### src/rtl/symbol_export_resolver.sv
// Export/import resolver: per-namespace table of LOCAL and PROMOTED symbols, one op at a time.
// Optional SYMRES_STATS_EN adds a saturating conflict counter output (conflict_cnt).
module symbol_export_resolver #(
    parameter int unsigned DEPTH = 8,
    parameter int unsigned SYM_W = 8,
    parameter int unsigned PKG_W = 4
) (
    input  logic                         clk,
    input  logic                         rst_n,
    input  logic                         in_valid,
    output logic                         in_ready,
    input  logic [1:0]                   in_op,
    input  logic                         in_ns,
    input  logic [SYM_W-1:0]             in_sym,
    input  logic [PKG_W-1:0]             in_pkg,
    output logic                         rsp_valid,
    input  logic                         rsp_ready,
    output logic [2:0]                   rsp_status,
    output logic                         rsp_local,
    output logic [PKG_W-1:0]             rsp_pkg,
`ifdef SYMRES_STATS_EN
    output logic [15:0]                  conflict_cnt,
`endif
    output logic [$clog2(DEPTH+1)-1:0]   occupancy
);

    localparam int unsigned IDX_W = $clog2(DEPTH);
    localparam int unsigned OCC_W = $clog2(DEPTH + 1);

    localparam logic [1:0] OP_DECL   = 2'd0;
    localparam logic [1:0] OP_EXPORT = 2'd1;
    localparam logic [1:0] OP_LOOKUP = 2'd2;
    localparam logic [1:0] OP_CLEAR  = 2'd3;

    localparam logic [2:0] ST_OK       = 3'd0;
    localparam logic [2:0] ST_CONFLICT = 3'd1;
    localparam logic [2:0] ST_DUP      = 3'd2;
    localparam logic [2:0] ST_MISS     = 3'd3;
    localparam logic [2:0] ST_FULL     = 3'd4;

    typedef enum logic [1:0] {StIdle, StScan, StCommit, StResp} state_e;

    state_e             state_q;
    logic [IDX_W-1:0]   idx_q;
    logic               hit_q;
    logic [IDX_W-1:0]   hit_idx_q;
    logic               free_found_q;
    logic [IDX_W-1:0]   free_idx_q;

    logic [1:0]         op_q;
    logic               op_ns_q;
    logic [SYM_W-1:0]   op_sym_q;
    logic [PKG_W-1:0]   op_pkg_q;

    logic               valid_q [DEPTH];
    logic               ns_q    [DEPTH];
    logic [SYM_W-1:0]   sym_q   [DEPTH];
    logic               local_q [DEPTH];
    logic [PKG_W-1:0]   pkg_q   [DEPTH];

    logic               cur_match;
    logic               cur_free;
    logic               hit_local;
    logic [PKG_W-1:0]   hit_pkg;
    logic [2:0]         status_d;
    logic               write_new;
    logic               retag;

    assign cur_match = valid_q[idx_q] && (ns_q[idx_q] == op_ns_q) && (sym_q[idx_q] == op_sym_q);
    assign cur_free  = !valid_q[idx_q];
    assign hit_local = local_q[hit_idx_q];
    assign hit_pkg   = pkg_q[hit_idx_q];

    // Resolution rule applied at COMMIT from the scan results.
    always_comb begin
        status_d  = ST_OK;
        write_new = 1'b0;
        retag     = 1'b0;
        case (op_q)
            OP_DECL: begin
                if (hit_q) begin
                    if (hit_local) begin
                        status_d = ST_DUP;
                    end else begin
                        status_d = ST_CONFLICT;
                        retag    = 1'b1;
                    end
                end else if (free_found_q) begin
                    write_new = 1'b1;
                end else begin
                    status_d = ST_FULL;
                end
            end
            OP_EXPORT: begin
                if (hit_q) begin
                    if (hit_local || (hit_pkg != op_pkg_q)) begin
                        status_d = ST_CONFLICT;
                    end
                end else if (free_found_q) begin
                    write_new = 1'b1;
                end else begin
                    status_d = ST_FULL;
                end
            end
            OP_LOOKUP: begin
                if (!hit_q) begin
                    status_d = ST_MISS;
                end
            end
            default: ;
        endcase
    end

    always_ff @(posedge clk or negedge rst_n) begin
        if (!rst_n) begin
            state_q      <= StIdle;
            idx_q        <= '0;
            hit_q        <= 1'b0;
            hit_idx_q    <= '0;
            free_found_q <= 1'b0;
            free_idx_q   <= '0;
            op_q         <= OP_DECL;
            op_ns_q      <= 1'b0;
            op_sym_q     <= '0;
            op_pkg_q     <= '0;
            in_ready     <= 1'b1;
            rsp_valid    <= 1'b0;
            rsp_status   <= ST_OK;
            rsp_local    <= 1'b0;
            rsp_pkg      <= '0;
            occupancy    <= '0;
`ifdef SYMRES_STATS_EN
            conflict_cnt <= '0;
`endif
            for (int i = 0; i < int'(DEPTH); i++) begin
                valid_q[i] <= 1'b0;
                ns_q[i]    <= 1'b0;
                sym_q[i]   <= '0;
                local_q[i] <= 1'b0;
                pkg_q[i]   <= '0;
            end
        end else begin
            case (state_q)
                StIdle: begin
                    if (in_valid) begin
                        op_q         <= in_op;
                        op_ns_q      <= in_ns;
                        op_sym_q     <= in_sym;
                        op_pkg_q     <= in_pkg;
                        idx_q        <= '0;
                        hit_q        <= 1'b0;
                        free_found_q <= 1'b0;
                        in_ready     <= 1'b0;
                        state_q      <= (in_op == OP_CLEAR) ? StCommit : StScan;
                    end
                end
                StScan: begin
                    if (cur_match) begin
                        hit_q     <= 1'b1;
                        hit_idx_q <= idx_q;
                    end
                    if (cur_free && !free_found_q) begin
                        free_found_q <= 1'b1;
                        free_idx_q   <= idx_q;
                    end
                    if (idx_q == IDX_W'(DEPTH - 1)) begin
                        state_q <= StCommit;
                    end else begin
                        idx_q <= idx_q + IDX_W'(1);
                    end
                end
                StCommit: begin
                    rsp_valid  <= 1'b1;
                    rsp_status <= status_d;
                    rsp_local  <= 1'b0;
                    rsp_pkg    <= '0;
                    if (op_q == OP_LOOKUP && hit_q) begin
                        rsp_local <= hit_local;
                        rsp_pkg   <= hit_pkg;
                    end
                    if (op_q == OP_CLEAR) begin
                        for (int i = 0; i < int'(DEPTH); i++) begin
                            valid_q[i] <= 1'b0;
                        end
                        occupancy <= '0;
                    end
                    if (write_new) begin
                        valid_q[free_idx_q] <= 1'b1;
                        ns_q[free_idx_q]    <= op_ns_q;
                        sym_q[free_idx_q]   <= op_sym_q;
                        local_q[free_idx_q] <= (op_q == OP_DECL);
                        pkg_q[free_idx_q]   <= (op_q == OP_DECL) ? '0 : op_pkg_q;
                        occupancy           <= occupancy + OCC_W'(1);
                    end
                    // A local declaration overrides an earlier import of the same name.
                    if (retag) begin
                        local_q[hit_idx_q] <= 1'b1;
                        pkg_q[hit_idx_q]   <= '0;
                    end
`ifdef SYMRES_STATS_EN
                    if (status_d == ST_CONFLICT && conflict_cnt != 16'hFFFF) begin
                        conflict_cnt <= conflict_cnt + 16'd1;
                    end
`endif
                    state_q <= StResp;
                end
                StResp: begin
                    if (rsp_ready) begin
                        rsp_valid <= 1'b0;
                        in_ready  <= 1'b1;
                        state_q   <= StIdle;
                    end
                end
                default: state_q <= StIdle;
            endcase
        end
    end

endmodule

### config.mk
export PLATFORM = sky130hd
export DESIGN_NAME = symbol_export_resolver
export DESIGN_NICKNAME = d
export VERILOG_FILES = /design/src/rtl/symbol_export_resolver.sv
export SDC_FILE = /design/constraint.sdc
export NUM_CORES = 1
export LEC_CHECK = 0
export ABC_CLOCK_PERIOD_IN_PS = 5600
export CAP_MARGIN = 20
export CORE_AREA = 2 2 139 141
export DETAILED_ROUTE_END_ITERATION = 8
export DIE_AREA = 0 0 141 143
export DONT_BUFFER_PORTS = 1
export REMOVE_ABC_BUFFERS = 1
export SLEW_MARGIN = 20
export SYNTH_ARGS = -nofsm -noshare
export SYNTH_HDL_FRONTEND = slang
export SYNTH_SLANG_ARGS = --single-unit
### constraint.sdc
create_clock -name clk -period 5.6 [get_ports clk]
set_input_delay 0 -clock clk [delete_from_list [all_inputs] [get_ports clk]]
set_output_delay 0 -clock clk [all_outputs]
set_load 0.05 [all_outputs]
==> flow_metrics.py, run 1 <==
metrics = {
    "timing": {
        "max_freq_mhz": 289.2,
        "tightest_slew_ns": 1.026,
        "clock-skew-final_ns": 0.009776,
        "fin_tns_setup_ns": 0,
        "maxSlewHeadroom": 0.3147,
        "rsz0062_at_grt": "no",
        "final_critical_path_setup_slack_ns": 2.143,
        "setup_viol": 0,
        "fin_crit_ns": 3.457,
        "slew_violations": 0,
        "finalHoldViolCount": 0,
        "post-route-period-util": 0.6174,
    },
    "global_routing": {
        "grt_pass1_wl_um": 28970,
        "grt_max_degree": 163,
        "grt_pass1_vias": 5232,
        "antenna_found_initial": 0,
        "grt-ovfl-total": 0,
        "groute.usage.overall": 0.1888,
    },
    "clocking": {
        "cts_max_path_buffers": 2,
        "cts_setup_buffers": 0,
        "path_clk_slew_ns": 0.07,
        "cts_tree": "done",
        "cts_hold_buffers": 20,
        "clk_latency_ns": 0.43,
        "cts_resized": 0,
        "root_buffer": "clkbuf_16",
        "clock-sinks": 162,
        "cts-htree-levels": 4,
        "cts_buffers": 17,
    },
    "floorplan": {
        "dieHeight_um": 143,
        "io_pins": 33,
        "initial_utilization": 0.4257,
        "rows": 50,
        "dieWidth_um": 141,
        "core_um2": 18580,
        "die_area_um2": 20160,
    },
    "logic_synthesis": {
        "synth_flop_cell": "dfrtp_1",
        "synth-edff-count": 0,
        "synthArstFlopShare": 1.000,
        "syn_area_per_cell_um2": 12.57,
        "synth_cell_types": 57,
        "synthCells": 629,
        "yosys_register_bits": 162,
        "syn_area_um2": 7909,
        "yosysWarnings": 0,
        "seq_area_frac_synth": 0.5127,
        "yosysTopAreaCell": "dfrtp_1",
        "netlist.area_leader.share": 0.5094,
        "synth_area_leaders": "dfrtp_1, mux2_2, o2bb2ai_1",
    },
    "finish": {
        "diodes": 0,
        "syn_to_final_growth_pct": 10.52,
        "final_nets": 655,
        "drive_gt1_frac": 0.2259,
    },
    "detailed_routing": {
        "vias_per_cell": 5.815,
        "drc": 0,
        "num_vias": 5094,
        "wl_um": 18030,
        "drt_iter0_markers": 455,
        "antenna_left": 0,
        "firstDrtPassIters": 5,
        "wire_per_inst_um": 20.58,
    },
    "critical_path": {
        "path_class": "reg -> reg",
        "critPathMaxFanout": 28,
        "cp-end-kind": "flip-flop",
        "r2r_slack_ns": 2.14,
        "worstPathRequired_ns": 5.95,
        "worst_ep_arrival_time_ns": 3.80,
        "cp-start-kind": "flip-flop",
    },
    "placement": {
        "place_ws_ns": 2.299,
        "place_congestion": 0.8472,
        "port_buffers": 0,
        "dp_hpwl_um": 11160,
    },
    "pwr": {
        "p_leak_nw": 3.900,
        "peakVddDrop_mv": 0.2512,
        "power_per_cell_area_nw_per_um2": 547.4,
    },
    "job": {
        "max-cap-violations": 0,
    },
    "hold_path": {
        "hold_path.class": "in -> async",
    },
    "status": {
        "status": "finished clean",
    },
}
-- per-layer routing --
metal / routed length, um / GRT usage / up-vias
met5: 0 / 0 / -
met4: 332 / 0.06158 / 0
met3: 775 / 0.04561 / 29
met2: 8786 / 0.3099 / 136
met1: 8134 / 0.2482 / 2626
li1: - / - / 2303
-- final cells by class --
| class | instances | area (um2) |
|---|---|---|
| Fill cell | 1619 | 9839 |
| Sequential cell | 162 | 4055 |
| Multi-Input combinational cell | 405 | 3461 |
| Clock buffer | 18 | 439.2 |
| Tap cell | 234 | 292.8 |
| Timing Repair Buffer | 23 | 240.2 |
| Clock inverter | 14 | 177.7 |
| Inverter | 20 | 75.07 |
-- flip-flops by register name, summed over array words and instances, names as in the netlist, 3 cells and up --
register,flops
rsp_pkg,4
occupancy,4
sym_q,64
valid_q,8
ns_q,8
local_q,8
op_pkg_q,4
free_idx_q,3
rsp_status,3
idx_q,3
op_sym_q,8
pkg_q,32
hit_idx_q,3
-- cells in the final DEF (no fill, tap or decap), types with 8 or more instances in the layout --
cell / synthesis / layout
dfrtp_1: 161 / 161
mux2_2: 86 / 86
nand2_1: 49 / 49
o2bb2ai_1: 38 / 38
mux2i_1: 31 / 31
o21ai_0: 26 / 26
inv_1: 19 / 19
dlygate4sd3_1: 0 / 19
clkbuf_16: 0 / 17
nor2_1: 16 / 16
nand3_1: 16 / 16
a21oi_1: 16 / 16
mux4_2: 13 / 13
xor2_1: 10 / 10
nor2b_1: 9 / 9
a22oi_1: 9 / 9
nand2b_1: 8 / 8
-- kinds of logic (layout without fill, tap and decap cells) --
family | after synthesis | after routing | share of synthesized area
buffers and inverters | 62 | 75 | 0.04967
and+or+nand+nor | 140 | 140 | 0.09382
DFF | 162 | 162 | 0.5127
muxes | 139 | 139 | 0.2229
xor gates and xnor gates | 12 | 12 | 0.01329
adders and majority gates | 7 | 7 | 0.01107
AOI/OAI and AO/OA | 107 | 107 | 0.09650
-- worst max-delay path: stages (launching register included) --
cell and delay (ns):
dfrtp_1 0.40, inv_1 0.13, ha_1 0.80, clkinv_1 0.52
nor2_1 0.86, nand2_1 0.41, o2bb2ai_1 0.25
-- final timing paths --
path	from	end	depth (start not counted)
setup reg to reg	state_q[0]	pkg_q[7]	6
setup / recovery	state_q[0]	pkg_q[7]	6
hold reg to reg	valid_q[3]	valid_q[3]	2
max in group asynchronous	rst_n	sym_q[15]	2
min in group clk	in_sym[2]	op_sym_q[2]	2
hold / removal	rst_n	op_pkg_q[0]	2
-- stage by stage --
step                      hold slack, ns    util  cell area [um2]  power (mW)  cells
final                             0.2132  0.4704             8741       4.784    876
after global routing              0.2547  0.4704             8741       5.077    876
after floorplan                  -0.2956       -             7591       3.118    587
after detailed placement         -0.2885  0.4255             7906       3.536    824
after global placement           -0.2897  0.4255             7906       3.447    824
after CTS                         0.2363  0.4704             8741       4.812    876
-- Yosys cell counts, types with 7 or more instances --
master,instances
nand2_1,49
xor2_1,10
nor2_1,16
ha_1,7
nor2b_1,9
inv_1,19
mux4_2,13
o2bb2ai_1,38
mux2_2,86
a21oi_1,16
nand3_1,16
nand2b_1,8
a22oi_1,9
clkbuf_1,17
dfrtp_1,161
mux2i_1,31
clkbuf_8,13
o21ai_0,26
-- where the power goes --
part / total [mW] / internal (mW) / switching, mW
logic: 1.51 / 0.749 / 0.759
registers: 2.06 / 1.62 / 0.435
clock network: 1.22 / 0.720 / 0.497
total: 4.78 / 3.09 / 1.69
No activity file was read; power rests on OpenSTA's default activity.
==> run 2, diff against run 1 <==
Settings changed: ABC_CLOCK_PERIOD_IN_PS 5600 to 3500.
Clock period 5.6 ns to 3.5 ns, I/O delays scaled along.
==> run 2 against run 1 <==
The flow now finishes with violations (hold timing). Global-route usage fell by 0.20 points. Sequential power is 64% higher. Wire length down 1.9%. Non-clock buffer count rose by 7. Die area unchanged.
==> flow_metrics.py, run 2 (synthesis results as in run 1) <==
metrics = {
    "detailed_routing": {
        "firstDrtPassIters": 7,
        "m1WireLength_um": 8455,
        "wire_per_inst_um": 20.03,
        "top_layer_used": "met4",
        "drt_iter0_markers": 336,
        "drc": 0,
        "wl_um": 17690,
        "vias_per_cell": 5.708,
        "wl_met3_um": 666,
        "route.met2.wl_um": 8409,
        "num_vias": 5040,
        "antenna_left": 0,
    },
    "critical_path": {
        "cp_slowest_stage_delay_ns": 0.93,
        "cp-end-kind": "flip-flop",
        "worst_ep_arrival_time_ns": 3.08,
        "startpoint": "idx_q[0]",
        "critical-path-top-delay-family": "multiplexers",
        "reg2reg_from": "idx_q[0]",
        "r2r_slack_ns": 0.72,
        "cp_slowest_cell": "dfrtp_1",
        "cp_cell_sequence": "mux2i_1 -> mux4_1 -> xor2_1 -> nand4_1 -> nor3_4 -> mux2_1",
        "cp-start-kind": "flip-flop",
        "crit_buf_inv": 0,
        "worstPathRequired_ns": 3.80,
        "critPathMaxFanout": 19,
        "path_class": "reg -> reg",
    },
    "pwr": {
        "power_frac_seq": 0.446,
        "power_switching_mw": 2.740,
        "internal_power_mw": 4.849,
        "clock_power_share": 0.247,
        "p_comb_frac": 0.307,
        "power_per_cell_area_nw_per_um2": 867.5,
        "peakVddDrop_mv": 0.4162,
        "swShare": 0.3611,
        "p_leak_nw": 3.915,
    },
    "timing": {
        "final_critical_path_setup_slack_ns": 0.7190,
        "max_freq_mhz": 359.6,
        "fin_tns_setup_ns": 0,
        "maxSlewHeadroom": 0.2523,
        "finalHoldViolCount": 162,
        "holdWs_ns": -0.7383,
        "tightest_slew_ns": 1.119,
        "rsz0062_at_grt": "no",
        "fin_crit_ns": 2.781,
        "post-route-period-util": 0.7946,
        "slew_violations": 0,
        "setup_viol": 0,
        "clock-skew-final_ns": 0.01381,
    },
    "hold_path": {
        "hold_path.class": "in -> async",
    },
    "clocking": {
        "cts_max_path_buffers": 2,
        "cts_buffers": 17,
        "cts-htree-levels": 4,
        "path_clk_slew_ns": 0.08,
        "clock-sinks": 162,
        "cts_hold_buffers": 18,
        "clk_latency_ns": 0.43,
        "root_buffer": "clkbuf_16",
        "cts_tree": "done",
    },
    "finish": {
        "final_core_util": 0.4708,
        "final_common_cell": "dfrtp_1",
        "syn_to_final_growth_pct": 10.62,
        "final_cell_mix": "dfrtp_1, mux2_2, nand2_1, o2bb2ai_1, mux2i_1",
        "drive_gt1_frac": 0.2357,
        "top_regs": "sym_q x64, pkg_q x32",
        "diodes": 0,
        "largest_register_ffs": 64,
        "largest-register": "sym_q",
        "stdcell_count": 883,
        "final_nets": 662,
        "nFillCells": 1661,
    },
    "global_routing": {
        "grt_pass1_vias": 5063,
        "grt_pass1_wl_um": 28730,
        "antenna_found_initial": 0,
        "grt_max_degree": 163,
        "groute.usage.overall": 0.1867,
        "grt-ovfl-total": 0,
    },
    "placement": {
        "dp_hpwl_um": 11460,
        "port_buffers": 0,
        "place_congestion": 0.8379,
        "place_ws_ns": 0.7533,
        "place_inst": 833,
    },
    "floorplan": {
        "dieWidth_um": 141,
        "initial_utilization": 0.4257,
        "dieHeight_um": 143,
        "rows": 50,
        "io_pins": 33,
        "die_area_um2": 20160,
        "core_um2": 18580,
    },
    "status": {
        "violations": "hold timing",
        "status": "finished, violations left",
    },
    "job": {
        "max-cap-violations": 0,
    },
}
## run 2: changes by cell type in the layout (fill, tap and decap cells not counted), moves of 2 or more
cell / delta
buf_4: +9
inv_8: +4
bufinv_16: -2
clkinv_2: -2
## run 2: timing repair
action	4_1_cts	5_1_grt
buffers inserted	0	0
hold endpoints to repair	185	162
resized for setup	0	0
## run 2: power groups by stage
stage	Sequential (mW)	Combinational, mW	Clock (mW)
6_report	3.38	2.33	1.88
5_1_grt	3.50	2.57	1.99
4_1_cts	3.38	2.34	1.91
3_5_place_dp	3.41	2.30	0
3_3_place_gp	3.37	2.23	0
2_1_floorplan	3.22	1.77	0
## run 2: layer usage
metal,global-route usage,up-vias
met3,0.04192,11
li1,-,2330
met4,0.04895,0
met2,0.2981,106
met1,0.2598,2593
met5,0,-
## run 2: area by class of cell
type,instances,area [um2],area share
inverters,20,75.07,0.008581
flip-flops and latches,162,4055,0.4635
multi-input cells,405,3461,0.3956
clock inverters,15,168.9,0.01931
clock buffers,17,425.4,0.04863
repair buffers,30,270.3,0.03089
well taps,234,292.8,0.03347
## run 2: path summary, 6_finish.rpt
check | endpoint | cells after the start
max | hit_idx_q[1] | 6
min | pkg_q[30] | 0
max reg2reg | hit_idx_q[1] | 6
min reg2reg | valid_q[0] | 2
max in group asynchronous | in_ready | 0
min in group clk | idx_q[2] | 3
## run 2: through the flow
stage / total power, mW / hold WS [ns] / area (um2)
global route: 8.055 / -0.7648 / 8748
detailed placement: 5.707 / -0.2909 / 7974
global placement: 5.608 / -0.2916 / 7974
floorplan: 4.988 / -0.2956 / 7591
CTS: 7.633 / -0.7552 / 8748
finish: 7.589 / -0.7383 / 8748
==> run 3, diff against run 2 <==
Settings changed: ABC_CLOCK_PERIOD_IN_PS 3500 to 2700.
Clock period 3.5 ns to 2.7 ns, I/O delays scaled along.
==> run 3 against run 2 <==
Clock-buffer cell count unchanged. Power up 29%. Combinational power up 36%. Sequential power up 27%. Global-route usage up 0.62 points. Wire length up 3.2%. Cell count up 1.5%. Register-to-register slack worse by 0.61 ns. The flow still finishes with violations (hold timing).
==> flow_metrics.py, run 3 (synthesis results as in run 1) <==
metrics = {
    "status": {
        "status": "finished, violations left",
        "violations": "hold timing",
    },
    "floorplan": {
        "die_area_um2": 20160,
        "core_um2": 18580,
        "initial_utilization": 0.4257,
        "io_pins": 33,
        "dieWidth_um": 141,
        "dieHeight_um": 143,
        "rows": 50,
    },
    "finish": {
        "largest-register": "sym_q",
        "nFillCells": 1616,
        "diodes": 0,
        "top_regs": "sym_q x64, pkg_q x32",
        "largest_register_ffs": 64,
        "final_core_util": 0.4752,
        "final_nets": 675,
        "final_cell_mix": "dfrtp_1, mux2_2, nand2_1, o2bb2ai_1, mux2i_1",
        "stdcell_count": 896,
        "syn_to_final_growth_pct": 11.64,
        "drive_gt1_frac": 0.2523,
        "final_common_cell": "dfrtp_1",
    },
    "pwr": {
        "power_per_cell_area_nw_per_um2": 1106,
        "p_comb_frac": 0.326,
        "internal_power_mw": 6.210,
        "swShare": 0.3639,
        "power_frac_seq": 0.440,
        "power_switching_mw": 3.553,
        "finalPower_mw": 9.763,
        "peakVddDrop_mv": 0.5287,
        "clock_power_share": 0.234,
        "p_leak_nw": 3.958,
    },
    "timing": {
        "max_freq_mhz": 386.1,
        "fin_crit_ns": 2.590,
        "post-route-period-util": 0.9593,
        "holdWs_ns": -0.7419,
        "clock-skew-final_ns": 0.009724,
        "finalHoldViolCount": 162,
        "fin_tns_setup_ns": 0,
        "slew_violations": 0,
        "setup_viol": 0,
        "tightest_slew_ns": 0.7330,
        "maxSlewHeadroom": 0.5113,
        "rsz0062_at_grt": "no",
    },
    "clocking": {
        "clk_latency_ns": 0.43,
        "cts_max_path_buffers": 2,
        "cts_buffers": 17,
        "clock-sinks": 162,
        "cts-htree-levels": 4,
        "cts_hold_buffers": 18,
        "path_clk_slew_ns": 0.07,
        "cts_setup_buffers": 0,
        "root_buffer": "clkbuf_16",
        "cts_tree": "done",
    },
    "detailed_routing": {
        "vias_per_cell": 5.750,
        "num_vias": 5152,
        "firstDrtPassIters": 6,
        "wl_um": 18250,
        "drc": 0,
        "antenna_left": 0,
        "drt_iter0_markers": 430,
        "wire_per_inst_um": 20.36,
    },
    "global_routing": {
        "grt-ovfl-total": 0,
        "grt_pass1_wl_um": 29810,
        "grt_pass1_vias": 5309,
        "groute.usage.overall": 0.1929,
        "antenna_found_initial": 0,
        "grt_max_degree": 163,
    },
    "critical_path": {
        "ff2ff_path_depth": 6,
        "worstPathRequired_ns": 3.07,
        "worst_ep_arrival_time_ns": 2.96,
        "cp-end-kind": "flip-flop",
        "cp-start-kind": "flip-flop",
        "critPathMaxFanout": 6,
        "path_class": "reg -> reg",
    },
    "job": {
        "max-cap-violations": 0,
    },
    "placement": {
        "place_congestion": 0.8794,
        "place_inst": 846,
        "port_buffers": 0,
        "dp_hpwl_um": 11890,
    },
    "hold_path": {
        "hold_path.class": "in -> async",
    },
}
[run 3: stage by stage]
| stage | worst slack (ns) | cell area [um2] |
|---|---|---|
| after CTS | 0.1158 | 8828 |
| after global placement | 0.2048 | 8097 |
| after detailed placement | 0.1644 | 8097 |
| after floorplan | 0.03392 | 7591 |
| final | 0.1098 | 8830 |
| after global routing | 0.002989 | 8830 |
[run 3: power by group through the flow]
stage	clock network [mW]	logic (mW)	registers (mW)
3_3_place_gp	0	3.04	4.27
4_1_cts	2.34	3.21	4.29
6_report	2.28	3.18	4.30
3_5_place_dp	0	3.17	4.32
2_1_floorplan	0	2.29	4.18
5_1_grt	2.44	3.51	4.45
[run 3: path summary, 6_finish.rpt]
check	slack [ns]	end	from
worst max-delay path	0.11	hit_q	idx_q[1]
worst min-delay path	-0.74	pkg_q[18]	rst_n
worst max register to register	0.11	hit_q	idx_q[1]
worst min register to register	0.48	valid_q[2]	valid_q[2]
max in group asynchronous	3.18	sym_q[42]	rst_n
min in group clk	0.04	op_pkg_q[0]	in_valid
[run 3: worst max-delay path, cell delays in order, from the launching register on]
cell	delay [ns]
dfrtp_1	0.49
buf_4	0.24
mux4_1	0.61
xor2_1	0.15
nand4_1	0.23
nor4_1	0.57
o22a_1	0.23
[run 3: cell type report]
type	instances	area (um2)	area share
Tap cell	234	292.8	0.03316
Timing Repair Buffer	43	392.9	0.04449
Clock inverter	15	126.4	0.01431
Inverter	20	75.07	0.008502
Clock buffer	17	425.4	0.04818
Multi-Input combinational cell	405	3461	0.3920
Sequential cell	162	4056	0.4594
[run 3: what timing repair did]
action / in CTS / in global routing
resized for setup: 0 / 1
endpoints found under the hold margin: 185 / 162
endpoints found under the setup margin: 0 / 5
[run 3: routing by layer]
layer	vias up	GRT usage	wire, um
met4	0	0.05368	208
met5	-	0	0
met3	18	0.05231	951
li1	2339	-	-
met2	128	0.3145	8919
met1	2667	0.2558	8167
